==> config.mk <==
export PLATFORM = sky130hd
export DESIGN_NAME = decode_stage
export DESIGN_NICKNAME = d
export VERILOG_FILES = /design/src/rtl/decode_stage.sv
export SDC_FILE = /design/constraint.sdc
export NUM_CORES = 1
export LEC_CHECK = 0
export BUFFER_PORTS_ARGS = -buffer_cell sky130_fd_sc_hd__buf_2
export CORE_UTILIZATION = 35
export DETAILED_ROUTE_END_ITERATION = 16
export GPL_TIMING_DRIVEN = 0
export PLACE_DENSITY_LB_ADDON = 0.1
export SLEW_MARGIN = 15
export SYNTH_ARGS = -nofsm -noshare
export SYNTH_HDL_FRONTEND = slang
export SYNTH_SLANG_ARGS = --single-unit
==> constraint.sdc <==
create_clock -name clk -period 26.8 [get_ports clk]
set_input_delay 5.36 -clock clk [delete_from_list [all_inputs] [get_ports clk]]
set_output_delay 5.36 -clock clk [all_outputs]
set_load 0.02 [all_outputs]
==> src/rtl/decode_stage.sv <==
// Decode stage: combinational RV32/RV64 instruction decode feeding a small
// in-order output FIFO. in_ready depends only on registered state.
module decode_stage #(
    parameter int unsigned XLEN  = 32,
    parameter int unsigned DEPTH = 2
) (
    input  logic            clk,
    input  logic            rst_n,
    input  logic            flush,
    input  logic            in_valid,
    output logic            in_ready,
    input  logic [31:0]     in_instr,
    input  logic [XLEN-1:0] in_pc,
    output logic            out_valid,
    input  logic            out_ready,
    output logic [XLEN-1:0] out_pc,
    output logic [6:0]      out_op,
    output logic [4:0]      out_rd,
    output logic [4:0]      out_rs1,
    output logic [4:0]      out_rs2,
    output logic [2:0]      out_funct3,
    output logic [6:0]      out_funct7,
    output logic [XLEN-1:0] out_imm,
    output logic [2:0]      out_type,
    output logic            out_illegal
);

    localparam int unsigned PtrW = (DEPTH > 1) ? $clog2(DEPTH) : 1;
    localparam int unsigned CntW = $clog2(DEPTH + 1);

    localparam logic [2:0] TypeIll = 3'd0;
    localparam logic [2:0] TypeU   = 3'd1;
    localparam logic [2:0] TypeJ   = 3'd2;
    localparam logic [2:0] TypeB   = 3'd3;
    localparam logic [2:0] TypeI   = 3'd4;
    localparam logic [2:0] TypeS   = 3'd5;
    localparam logic [2:0] TypeR   = 3'd6;

    typedef struct packed {
        logic [XLEN-1:0] pc;
        logic [6:0]      op;
        logic [4:0]      rd;
        logic [4:0]      rs1;
        logic [4:0]      rs2;
        logic [2:0]      funct3;
        logic [6:0]      funct7;
        logic [XLEN-1:0] imm;
        logic [2:0]      typ;
        logic            illegal;
    } entry_t;

    entry_t          dec;
    entry_t          head;
    entry_t          mem_q [DEPTH];
    logic [31:0]     imm32;
    logic [6:0]      opc;
    logic [2:0]      typ;

    logic            ready_en_q, ready_en_d;
    logic [CntW-1:0] count_q, count_d;
    logic [PtrW-1:0] wr_ptr_q, wr_ptr_d;
    logic [PtrW-1:0] rd_ptr_q, rd_ptr_d;
    logic            push, pop;

    function automatic logic [PtrW-1:0] ptr_inc(input logic [PtrW-1:0] p);
        return (p == PtrW'(DEPTH - 1)) ? '0 : p + 1'b1;
    endfunction

    assign opc = in_instr[6:0];

    // Classify the opcode into an instruction format.
    always_comb begin
        typ = TypeIll;
        if (in_instr[1:0] == 2'b11) begin
            case (opc)
                7'b0110111, 7'b0010111: typ = TypeU;
                7'b1101111:             typ = TypeJ;
                7'b1100011:             typ = TypeB;
                7'b1100111, 7'b0000011, 7'b0010011,
                7'b0001111, 7'b1110011: typ = TypeI;
                7'b0100011:             typ = TypeS;
                7'b0110011:             typ = TypeR;
                7'b0011011:             typ = (XLEN == 64) ? TypeI : TypeIll;
                7'b0111011:             typ = (XLEN == 64) ? TypeR : TypeIll;
                default:                typ = TypeIll;
            endcase
        end
    end

    // Extract the fields used by the format; unused fields stay zero.
    always_comb begin
        dec     = '0;
        imm32   = '0;
        dec.pc  = in_pc;
        dec.op  = opc;
        dec.typ = typ;
        case (typ)
            TypeU: begin
                dec.rd = in_instr[11:7];
                imm32  = {in_instr[31:12], 12'b0};
            end
            TypeJ: begin
                dec.rd = in_instr[11:7];
                imm32  = {{12{in_instr[31]}}, in_instr[19:12], in_instr[20],
                          in_instr[30:21], 1'b0};
            end
            TypeB: begin
                dec.rs1    = in_instr[19:15];
                dec.rs2    = in_instr[24:20];
                dec.funct3 = in_instr[14:12];
                imm32      = {{20{in_instr[31]}}, in_instr[7], in_instr[30:25],
                              in_instr[11:8], 1'b0};
            end
            TypeI: begin
                dec.rd     = in_instr[11:7];
                dec.rs1    = in_instr[19:15];
                dec.funct3 = in_instr[14:12];
                imm32      = {{20{in_instr[31]}}, in_instr[31:20]};
                // Shift-immediates keep funct7 to distinguish logical/arithmetic.
                if ((opc == 7'b0010011 || opc == 7'b0011011) &&
                    in_instr[13:12] == 2'b01) begin
                    dec.funct7 = in_instr[31:25];
                end
            end
            TypeS: begin
                dec.rs1    = in_instr[19:15];
                dec.rs2    = in_instr[24:20];
                dec.funct3 = in_instr[14:12];
                imm32      = {{20{in_instr[31]}}, in_instr[31:25], in_instr[11:7]};
            end
            TypeR: begin
                dec.rd     = in_instr[11:7];
                dec.rs1    = in_instr[19:15];
                dec.rs2    = in_instr[24:20];
                dec.funct3 = in_instr[14:12];
                dec.funct7 = in_instr[31:25];
            end
            default: dec.illegal = 1'b1;
        endcase
        dec.imm       = {XLEN{imm32[31]}};
        dec.imm[31:0] = imm32;
    end

    assign in_ready  = ready_en_q && (count_q < CntW'(DEPTH));
    assign out_valid = (count_q != '0);
    assign push      = in_valid && in_ready && !flush;
    assign pop       = out_valid && out_ready && !flush;

    // FIFO occupancy and pointer next-state; flush overrides push and pop.
    always_comb begin
        ready_en_d = 1'b1;
        count_d    = count_q;
        wr_ptr_d   = wr_ptr_q;
        rd_ptr_d   = rd_ptr_q;
        if (flush) begin
            count_d  = '0;
            wr_ptr_d = '0;
            rd_ptr_d = '0;
        end else begin
            if (push) wr_ptr_d = ptr_inc(wr_ptr_q);
            if (pop)  rd_ptr_d = ptr_inc(rd_ptr_q);
            if (push && !pop)      count_d = count_q + 1'b1;
            else if (!push && pop) count_d = count_q - 1'b1;
        end
    end

    // Control state; ready_en_q holds in_ready low until the first edge after reset.
    always_ff @(posedge clk or negedge rst_n) begin
        if (!rst_n) begin
            ready_en_q <= 1'b0;
            count_q    <= '0;
            wr_ptr_q   <= '0;
            rd_ptr_q   <= '0;
        end else begin
            ready_en_q <= ready_en_d;
            count_q    <= count_d;
            wr_ptr_q   <= wr_ptr_d;
            rd_ptr_q   <= rd_ptr_d;
        end
    end

    // Entry storage; contents are masked by count so no reset is needed.
    always_ff @(posedge clk) begin
        if (push) mem_q[wr_ptr_q] <= dec;
    end

    // Head entry, forced to zero while the FIFO is empty.
    always_comb begin
        head = '0;
        if (count_q != '0) head = mem_q[rd_ptr_q];
    end

    assign out_pc      = head.pc;
    assign out_op      = head.op;
    assign out_rd      = head.rd;
    assign out_rs1     = head.rs1;
    assign out_rs2     = head.rs2;
    assign out_funct3  = head.funct3;
    assign out_funct7  = head.funct7;
    assign out_imm     = head.imm;
    assign out_type    = head.typ;
    assign out_illegal = head.illegal;

endmodule

# After elaboration in Yosys (flattened, before gate mapping)
# Memories as Yosys holds them, arrays and structs flattened.
# Index checks and enable logic that the tools add are counted.
dict set report word_totals {
  ff_bits 5
  mem_bits_rw 200
  inputBits 69
  out_inout_bits 102
  word_cells 74
  n_memories 1
}
# memory depth width read_ports rd_clocked_by_memory_dff write_ports line
set mem_list {}
lappend mem_list {mem_q 2 100 1 0 1 54} ;# entry_t mem_q [DEPTH];
dict set report classes {
  add_sub_neg 4
  magnitude_cmp 1
  eq_ne 20
  n_mux 22
  n_reduce_logical 22
}
# cell n
set ops {}
lappend ops {{$pmux W32 S5} 1}
lappend ops {{$mux W100} 1}
lappend ops {{$eq A7 B7 Y1 const B} 4}
lappend ops {{$eq A7 B5 Y1 const B} 3}
lappend ops {{$eq A7 B6 Y1 const B} 3}
lappend ops {{$pmux W3 S6} 1}
lappend ops {{$mux W5} 3}
lappend ops {{$pmux W7 S2} 1}
lappend ops {{$eq A3 B3 Y1 const B} 3}
lappend ops {{$mux W1} 9}
lappend ops {{$logic_and A1 B1 Y1} 8}
lappend ops {{$reduce_or A4 Y1} 2}
lappend ops {{$eq A7 B2 Y1 const B} 1}
lappend ops {{$eq A7 B4 Y1 const B} 1}
lappend ops {{$mux W7} 1}
lappend ops {{$eq A3 B2 Y1 const B} 2}
lappend ops {{$mux W2} 3}
lappend ops {{$mux W3} 2}
lappend ops {{$reduce_bool A2 Y1} 3}
lappend ops {{$reduce_or A6 Y1} 1}
lappend ops {{$reduce_or A5 Y1} 1}
lappend ops {{$eq A3 B1 Y1 const B} 1}
lappend ops {{$logic_not A1 Y1} 3}
lappend ops {{$reduce_bool A3 Y1} 1}
lappend ops {{9 further kinds} 10}

# Depth between registers and ports, before layout
# Gate-level depths: netlist of run 1.
dict set report depth {
  ltp_word 9
  depth_mapped 6
  mapped_depth_nobuf 5
}

# Least setup slack after synthesis of run 1
# OpenSTA, ideal clock, no wires.
dict set report synth_path {
  kind {input to register}
  startpoint {input in_valid}
  endpoint {memory mem_q[1][0] (netlist name), enable pin}
  setup_ns 0.702
  t_arrival_ns 12.802
  required_ns 26.098
  path_slack_ns 13.296
  path_stages 2
  path_buffers 0
  cell_sequence {nand2_1 nor3b_1}
}
dict set report synth_between {
  elab_chain_len 4
}
# item line
set synth_lines {}
lappend synth_lines {{start: declaration} 10} ;# input logic in_valid,
lappend synth_lines {{$logic_and A1 B1 Y1 (2 in a row)} 146} ;# assign push = in_valid && in_ready && !flush;
lappend synth_lines {{$mux W1} 184} ;# if (push) mem_q[wr_ptr_q] <= dec;
lappend synth_lines {{$mux W1 (not written as such)} 184}
lappend synth_lines {{end: declaration} 54}
# No other way between the ends.

# Worst setup path in the final report of run 1
dict set report layout_path {
  startpoint {register count_q[0]}
  endpoint {output out_rs2[0]}
}
dict set report layout_between {
  elab_chain_len 2
}
# item line
set layout_lines {}
lappend layout_lines {{start: declaration} 60} ;# logic [CntW-1:0] count_q, count_d;
lappend layout_lines {{start signal: assignment} 176} ;# count_q <= count_d;
lappend layout_lines {{$reduce_bool A2 Y1} 190} ;# if (count_q != '0) head = mem_q[rd_ptr_q];
lappend layout_lines {{$mux W100} 190}
lappend layout_lines {{end: declaration} 20} ;# output logic [4:0] out_rs2,
# No other way between the ends.

==> results of run 1 <==
==> power breakdown <==
group	switching (mW)	internal (mW)	total, mW
sequential	0.00157	0.357	0.359
clock	0.125	0.204	0.329
combinational	0.0378	0.0210	0.0588
==> cells by family after synthesis <==
family / count (synthesis) / share of synthesized area (%)
flops: 205 / 70.2
buf+inv: 38 / 2.00
xor+xnor: 3 / 0.301
fa+ha+maj: 1 / 0.129
other cells: 1 / 0.0429
mux: 100 / 11.5
simple gates: 194 / 9.85
compound gates: 77 / 6.06
==> Yosys cell counts (all sizes together), types with 3 or more instances <==
cell and n:
mux2i 100, nand2b 3, clkbuf 15, nor2 112, nor3 4, buf 18, nor2b 4, inv 5
nand2 41, a22o 5, edfxtp 200, a21oi 33, dfrtp 5, a21o 4, and2 14, a211oi 3
o21ai 16, a21boi 6
==> through the flow <==
step / utilization [%] / setup slack (ps) / total power, mW
global placement: 41.0 / 8690 / 0.425
finish: 45.3 / 18700 / 0.747
detailed placement: 41.9 / 19210 / 0.425
global route: 45.2 / 18490 / 0.774
floorplan: - / 13300 / 0.402
CTS: 45.2 / 18640 / 0.757
==> worst max-delay path: stages, from the launching register on <==
cell	delay [ps]
dfrtp_1	420
nor2_1	160
clkbuf_1	790
clkbuf_1	480
nor2_1	170
buf_2	200
==> path summary, 6_finish.rpt <==
| kind | end | slack [ps] | depth (start not counted) |
|---|---|---|---|
| min in group asynchronous | count_q[1]$_DFFE_PN0P_ | 4640 | 1 |
| worst max register to register | mem_q[1][12]$_DFFE_PP_ | 24100 | 9 |
| worst min-delay path | wr_ptr_q$_DFFE_PN0P_ | 600 | 2 |
| worst min register to register | wr_ptr_q$_DFFE_PN0P_ | 600 | 2 |
| worst max-delay path | out_rs2[0] | 18700 | 5 |
| max in group asynchronous | count_q[0]$_DFFE_PN0P_ | 22030 | 1 |
==> layout make-up <==
class,count,share of cell area [%]
antenna,2,0.0453
buffer,33,1.42
clock buffer,29,5.61
clock inverter,14,1.77
inverter,5,0.170
multi-input combinational,376,22.1
sequential,205,55.5
tap,324,3.67
timing repair buffer,195,9.65
==> flip-flops by register name (all words and copies together), names as in the netlist <==
name        flops
count_q         2
ready_en_q      1
rd_ptr_q        1
wr_ptr_q        1
mem_q         200
==> metal layers <==
metal  up-vias  track usage [%]  wire length [um]  part of all wire, %
met5         -                0                 8                0.038
met2       184             28.6             10100                   49
met1      2705             20.0              8630                   42
met4         2             5.63               662                  3.2
met3        42             3.35              1370                  6.6
li1       2726                -                 -                    -
==> results by group, run 1 <==
Layout
  – Register area: 6130 sq um
  – Fraction of layout cells with a size suffix above 1: 31.0%
  – Fillers: 2292
  – Final layout net count: 909
  – Footprint of the multi-input gates: 2440 sq um
  – Post-route insts no fill: 1183
  – Final instance area: 11000 sq um
  – Commonest non-fill, non-tap cell in the layout: edfxtp_1
  – Most frequent cells in the layout: edfxtp_1, buf_2, nor2_1
  – Area grow syn2layout: 26.3%

Clocking
  – Clock root buffer: clkbuf_16
  – TritonCTS clock tree: done
  – Htree depth: 1
  – Setup repair bufs after CTS: 0
  – CTS buffer count: 24
  – Hold bufs inserted after CTS: 0
  – Post-CTS Resized: 0
  – Clock Pin Slew Worst Setup and Hold Paths: 60 ps
  – Clock Path Buffers: 3
  – Clock sinks: 205
  – Worst-Skew Late Latency: 520 ps

Placed design
  – Cell total after placement: 1138
  – I/O Buffers: 170
  – GP Congestion: 0.821
  – Placed inst area: 10200 sq um
  – Hpwl dp: 15300 um

Die
  – Core ar.: 24400 sq um
  – Initial Util: 35.8%
  – Die Ht: 160 um
  – Top Ports: 171
  – DIE WIDTH: 160 um
  – Die area: 25600 sq um
  – Site row count: 57

Route
  – Final wirelength: 20800 um
  – Number of routed nets with antenna violations: 0
  – Via density: 4.78
  – Wire per inst: 17.6 um
  – Drt first-iter violations: 252
  – # DRC: 0
  – Pre-antenna DRT Iters: 4
  – DR vias: 5659

STA
  – Tcrit/Tclk final: 30.2%
  – RSZ-0062 raised after global routing: no
  – Endpoints failing setup: 0
  – Final hold violations: 0
  – Max Slew Vio Count: 0
  – Setup_tns: 0 ps
  – Worst Skew: 13.7 ps
  – Max Fclk: 123 MHz
  – Slew @ Worst Pin: 1030 ps
  – Max_slew headroom: 31.4%
  – Tmin final: 8100 ps
  – Fin Hold WS: 600 ps

Synthesis
  – Syn avg cell area: 14.1 sq um
  – Top_reg_cell synth: edfxtp_1
  – Flops & latches, synth: 205
  – Number of synthesized flops with an enable pin: 200
  – Synth top area cells: edfxtp_1, mux2i_1, nor2_1
  – Synth Cell Area: 8740 sq um
  – Yosys cell types: 50
  – Sequential fraction of the synthesis area: 70.2%
  – Syn Nets: 688
  – Post-Syn Instances: 619
  – Synth top area share: 68.7%
  – Asr flop ratio synth: 2.44%
  – Post-synth top area cell: edfxtp_1
  – Synth warn: 0

GRT
  – First-pass GRT wire length: 32300 um
  – Number of global-route vias before repair: 5996
  – Largest net degree at the start of global routing: 14
  – Antenna violations before repair: 1
  – Gr ovfl total: 0
  – GRT Util Overall: 16.3%

Power and ir drop
  – Pwr Density: 67.7 nW/um^2
  – Leakage: 4.09 nW
  – Peak supply drop: 0.0445 mV

Setup path
  – WS Path Type: reg2out
  – Critical Path Start: count_q[0]$_DFFE_PN0P_
  – Startpoint Class: flop
  – Crit Path Max Fanout: 10
  – Worst setup EP type: output port
  – CP arrival: 2740 ps
  – CP required: 21440 ps
  – Reg-to-Reg Start: count_q[1]$_DFFE_PN0P_

Run status
  – Status: complete, no violations

Hold path
  – Tightest Hold Check Type: reg2reg
  – Hold path startpoint: wr_ptr_q$_DFFE_PN0P_

Run
  – Max-cap violations: 0
No activity file was read; power rests on OpenSTA's default activity.
==> run 2: changes to the inputs <==
clock period = 7.5 ns   (was 26.8 ns; I/O delays follow)
==> run 2 against run 1 <==
Net effect:
- sequential power grew to 3.6 times the previous value
- first-iteration DRC count is 9.9% higher
- final cell count down 1.2%
- clock power grew to 3.3 times the previous value
- combinational power grew to 3.6 times the previous value
- via count decreased by 1.3%
- routed wire length is 0.31% higher
- final area fell by 0.70%
- critical path type unchanged
==> results by group, run 2 (synthesized netlist as in run 1, its figures left out) <==
Run status
  – Status: complete, no violations

Layout
  – Fraction of layout cells with a size suffix above 1: 29.7% (-1.3 points)
  – Biggest regs: mem_q x200, count_q x2
  – Fillers: 2275 (-0.74%)
  – Diode count: 0 (-2)
  – Commonest non-fill, non-tap cell in the layout: edfxtp_1
  – Most frequent cells in the layout: edfxtp_1, buf_2, nor2_1
  – Final layout net count: 898 (-1.2%)
  – Top reg by flops: mem_q
  – Area grow syn2layout: 25.4%
  – Number of flip-flops in the largest register: 200 (unchanged)
  – Fin util: 44.9% (-0.32 points)

STA
  – Worst Skew: 12.5 ps (-1.23 ps)
  – Slew @ Worst Pin: 917 ps (-112 ps)
  – Final hold violations: 0 (unchanged)
  – Tcrit/Tclk final: 54.9%
  – Endpoints failing setup: 0 (unchanged)
  – Max Slew Vio Count: 0 (unchanged)
  – Max Fclk: 243 MHz
  – Max_slew headroom: 38.9% (+7.5 points)
  – Setup_tns: 0 ps (unchanged)
  – Tmin final: 4120 ps
  – Worst Setup Slack, final: 3380 ps (-15320 ps)
  – RSZ-0062 raised after global routing: no

Die
  – Initial Util: 35.8% (unchanged)
  – Top Ports: 171 (unchanged)
  – Site row count: 57 (unchanged)
  – Die Ht: 160 um (unchanged)
  – Core ar.: 24400 sq um (unchanged)
  – Die area: 25600 sq um (unchanged)
  – DIE WIDTH: 160 um (unchanged)

Route
  – Via density: 4.78 (about the same)
  – Final wirelength: 20900 um (+0.31%)
  – Drt first-iter violations: 277 (+9.9%)
  – # DRC: 0 (unchanged)
  – Wire per inst: 17.8 um (+1.5%)
  – Pre-antenna DRT Iters: 4 (unchanged)
  – Number of routed nets with antenna violations: 0 (unchanged)
  – DR vias: 5588 (-1.3%)

Clocking
  – Hold bufs inserted after CTS: 0 (unchanged)
  – Clock Path Buffers: 3 (unchanged)
  – TritonCTS clock tree: done
  – CTS buffer count: 24 (unchanged)
  – Clock Pin Slew Worst Setup and Hold Paths: 60 ps (about the same)
  – Clock sinks: 205 (unchanged)
  – Htree depth: 1 (unchanged)
  – Worst-Skew Late Latency: 500 ps (-20 ps)
  – Setup repair bufs after CTS: 0 (unchanged)
  – Clock root buffer: clkbuf_16
  – Post-CTS Resized: 0 (unchanged)

Setup path
  – Worst setup EP type: output port
  – Worst-path cell chain: nor2_1 -> clkbuf_1 -> clkbuf_1 -> nor2_1 -> buf_2
  – Startpoint Class: flop
  – WS Path Type: reg2out
  – CP max stage cell: clkbuf_1
  – Worst Path Buf+Inv: 3 (unchanged)
  – CP arrival: 2620 ps (-120 ps)
  – Crit Path Max Fanout: 10 (unchanged)
  – Delay-heaviest family, CP: buffers and inverters
  – Max incr delay on CP: 710 ps (-80 ps)
  – CP required: 6000 ps (-15440 ps)

Power and ir drop
  – Net Switching: 0.574 mW (+250%)
  – Peak supply drop: 0.139 mV (+210%)
  – Pwr Density: 234 nW/um^2 (+250%)
  – Leakage: 4.03 nW (-1.4%)
  – Seq pwr share: 50.0% (+2.0 points)
  – Sw Ratio: 22.4% (+0.34 points)
  – Combinational share of power: 8.3% (+0.4 points)
  – Clock network fraction of design power: 41.7% (-2.4 points)
  – Internal: 1.99 mW (+240%)

GRT
  – Number of global-route vias before repair: 5732 (-4.4%)
  – First-pass GRT wire length: 32000 um (-1.0%)
  – Largest net degree at the start of global routing: 17 (+3)
  – GRT Util Overall: 16.2% (-0.12 points)
  – Gr ovfl total: 0 (unchanged)
  – Antenna violations before repair: 2 (+1)

Placed design
  – Place WS: 3830 ps (-15380 ps)
  – Hpwl dp: 15000 um (-1.4%)
  – GP Congestion: 0.816 (-0.61%)
  – I/O Buffers: 170 (unchanged)

Hold path
  – Tightest Hold Check Type: reg2reg

Run
  – Max-cap violations: 0 (unchanged)
[run 2: cell types whose count changed in the layout (fill, tap and decap cells not counted), sizes merged]
| cell | change |
|---|---|
| clkinv | +3 |
| bufinv | -3 |
| clkbuf | +2 |
| diode | -2 |
| clkinvlp | -3 |
| buf | -11 |
[run 2: path summary, 6_finish.rpt]
| check | startpoint | to | slack [ps] | cells past startpoint |
|---|---|---|---|---|
| worst max-delay path | count_q[0]$_DFFE_PN0P_ | out_funct3[1] | 3380 | 5 |
| worst max register to register | count_q[1]$_DFFE_PN0P_ | mem_q[0][34]$_DFFE_PP_ | 5080 | 6 |
| worst min register to register | count_q[0]$_DFFE_PN0P_ | count_q[1]$_DFFE_PN0P_ | 620 | 2 |
| min in group asynchronous | rst_n | wr_ptr_q$_DFFE_PN0P_ | 800 | 1 |
| worst min-delay path | count_q[0]$_DFFE_PN0P_ | count_q[1]$_DFFE_PN0P_ | 620 | 2 |
| max in group asynchronous | rst_n | rd_ptr_q$_DFFE_PN0P_ | 6560 | 1 |
[run 2: stage by stage]
stage | area, sq um | instances | hold WS [ps] | power [mW]
floorplan | 8750 | 619 | 536 | 1.43
global placement | 10000 | 1113 | 555 | 1.51
detailed placement | 10200 | 1127 | 605 | 1.52
CTS | 11000 | 1169 | 616 | 2.60
global route | 11000 | 1169 | 676 | 2.66
finish | 11000 | 1169 | 619 | 2.57
[run 2: layout make-up]
cell class	instances	area (sq um)	area share (%)
Sequential cell	205	6130	55.9
Multi-Input combinational cell	376	2450	22.4
Timing Repair Buffer	184	1070	9.76
Clock buffer	31	648	5.91
Tap cell	324	405	3.70
Buffer	33	156	1.43
Clock inverter	11	76.3	0.696
Inverter	5	18.8	0.171
[run 2: power groups by stage]
| stage | Sequential, mW | Combinational (mW) | Clock (mW) |
|---|---|---|---|
| after detailed placement | 1.31 | 0.214 | 0 |
| after global placement | 1.31 | 0.203 | 0 |
| after floorplan | 1.31 | 0.125 | 0 |
| final | 1.28 | 0.212 | 1.07 |
| after global routing | 1.28 | 0.231 | 1.15 |
| after CTS | 1.28 | 0.215 | 1.11 |
[run 2: tightest hold or removal path, delay by kind of cell (launching register included)]
kind,cells,cell delay (ps)
AO/OA/AOI/OAI,1,80
AND/OR/NAND/NOR,1,90
flip-flops,1,410
[run 2: metal layers]
metal,global-route usage [%],part of all wire [%]
met2,28.5,50
met4,3.94,1.8
met3,3.19,4.9
met5,0,0.11
met1,20.5,43
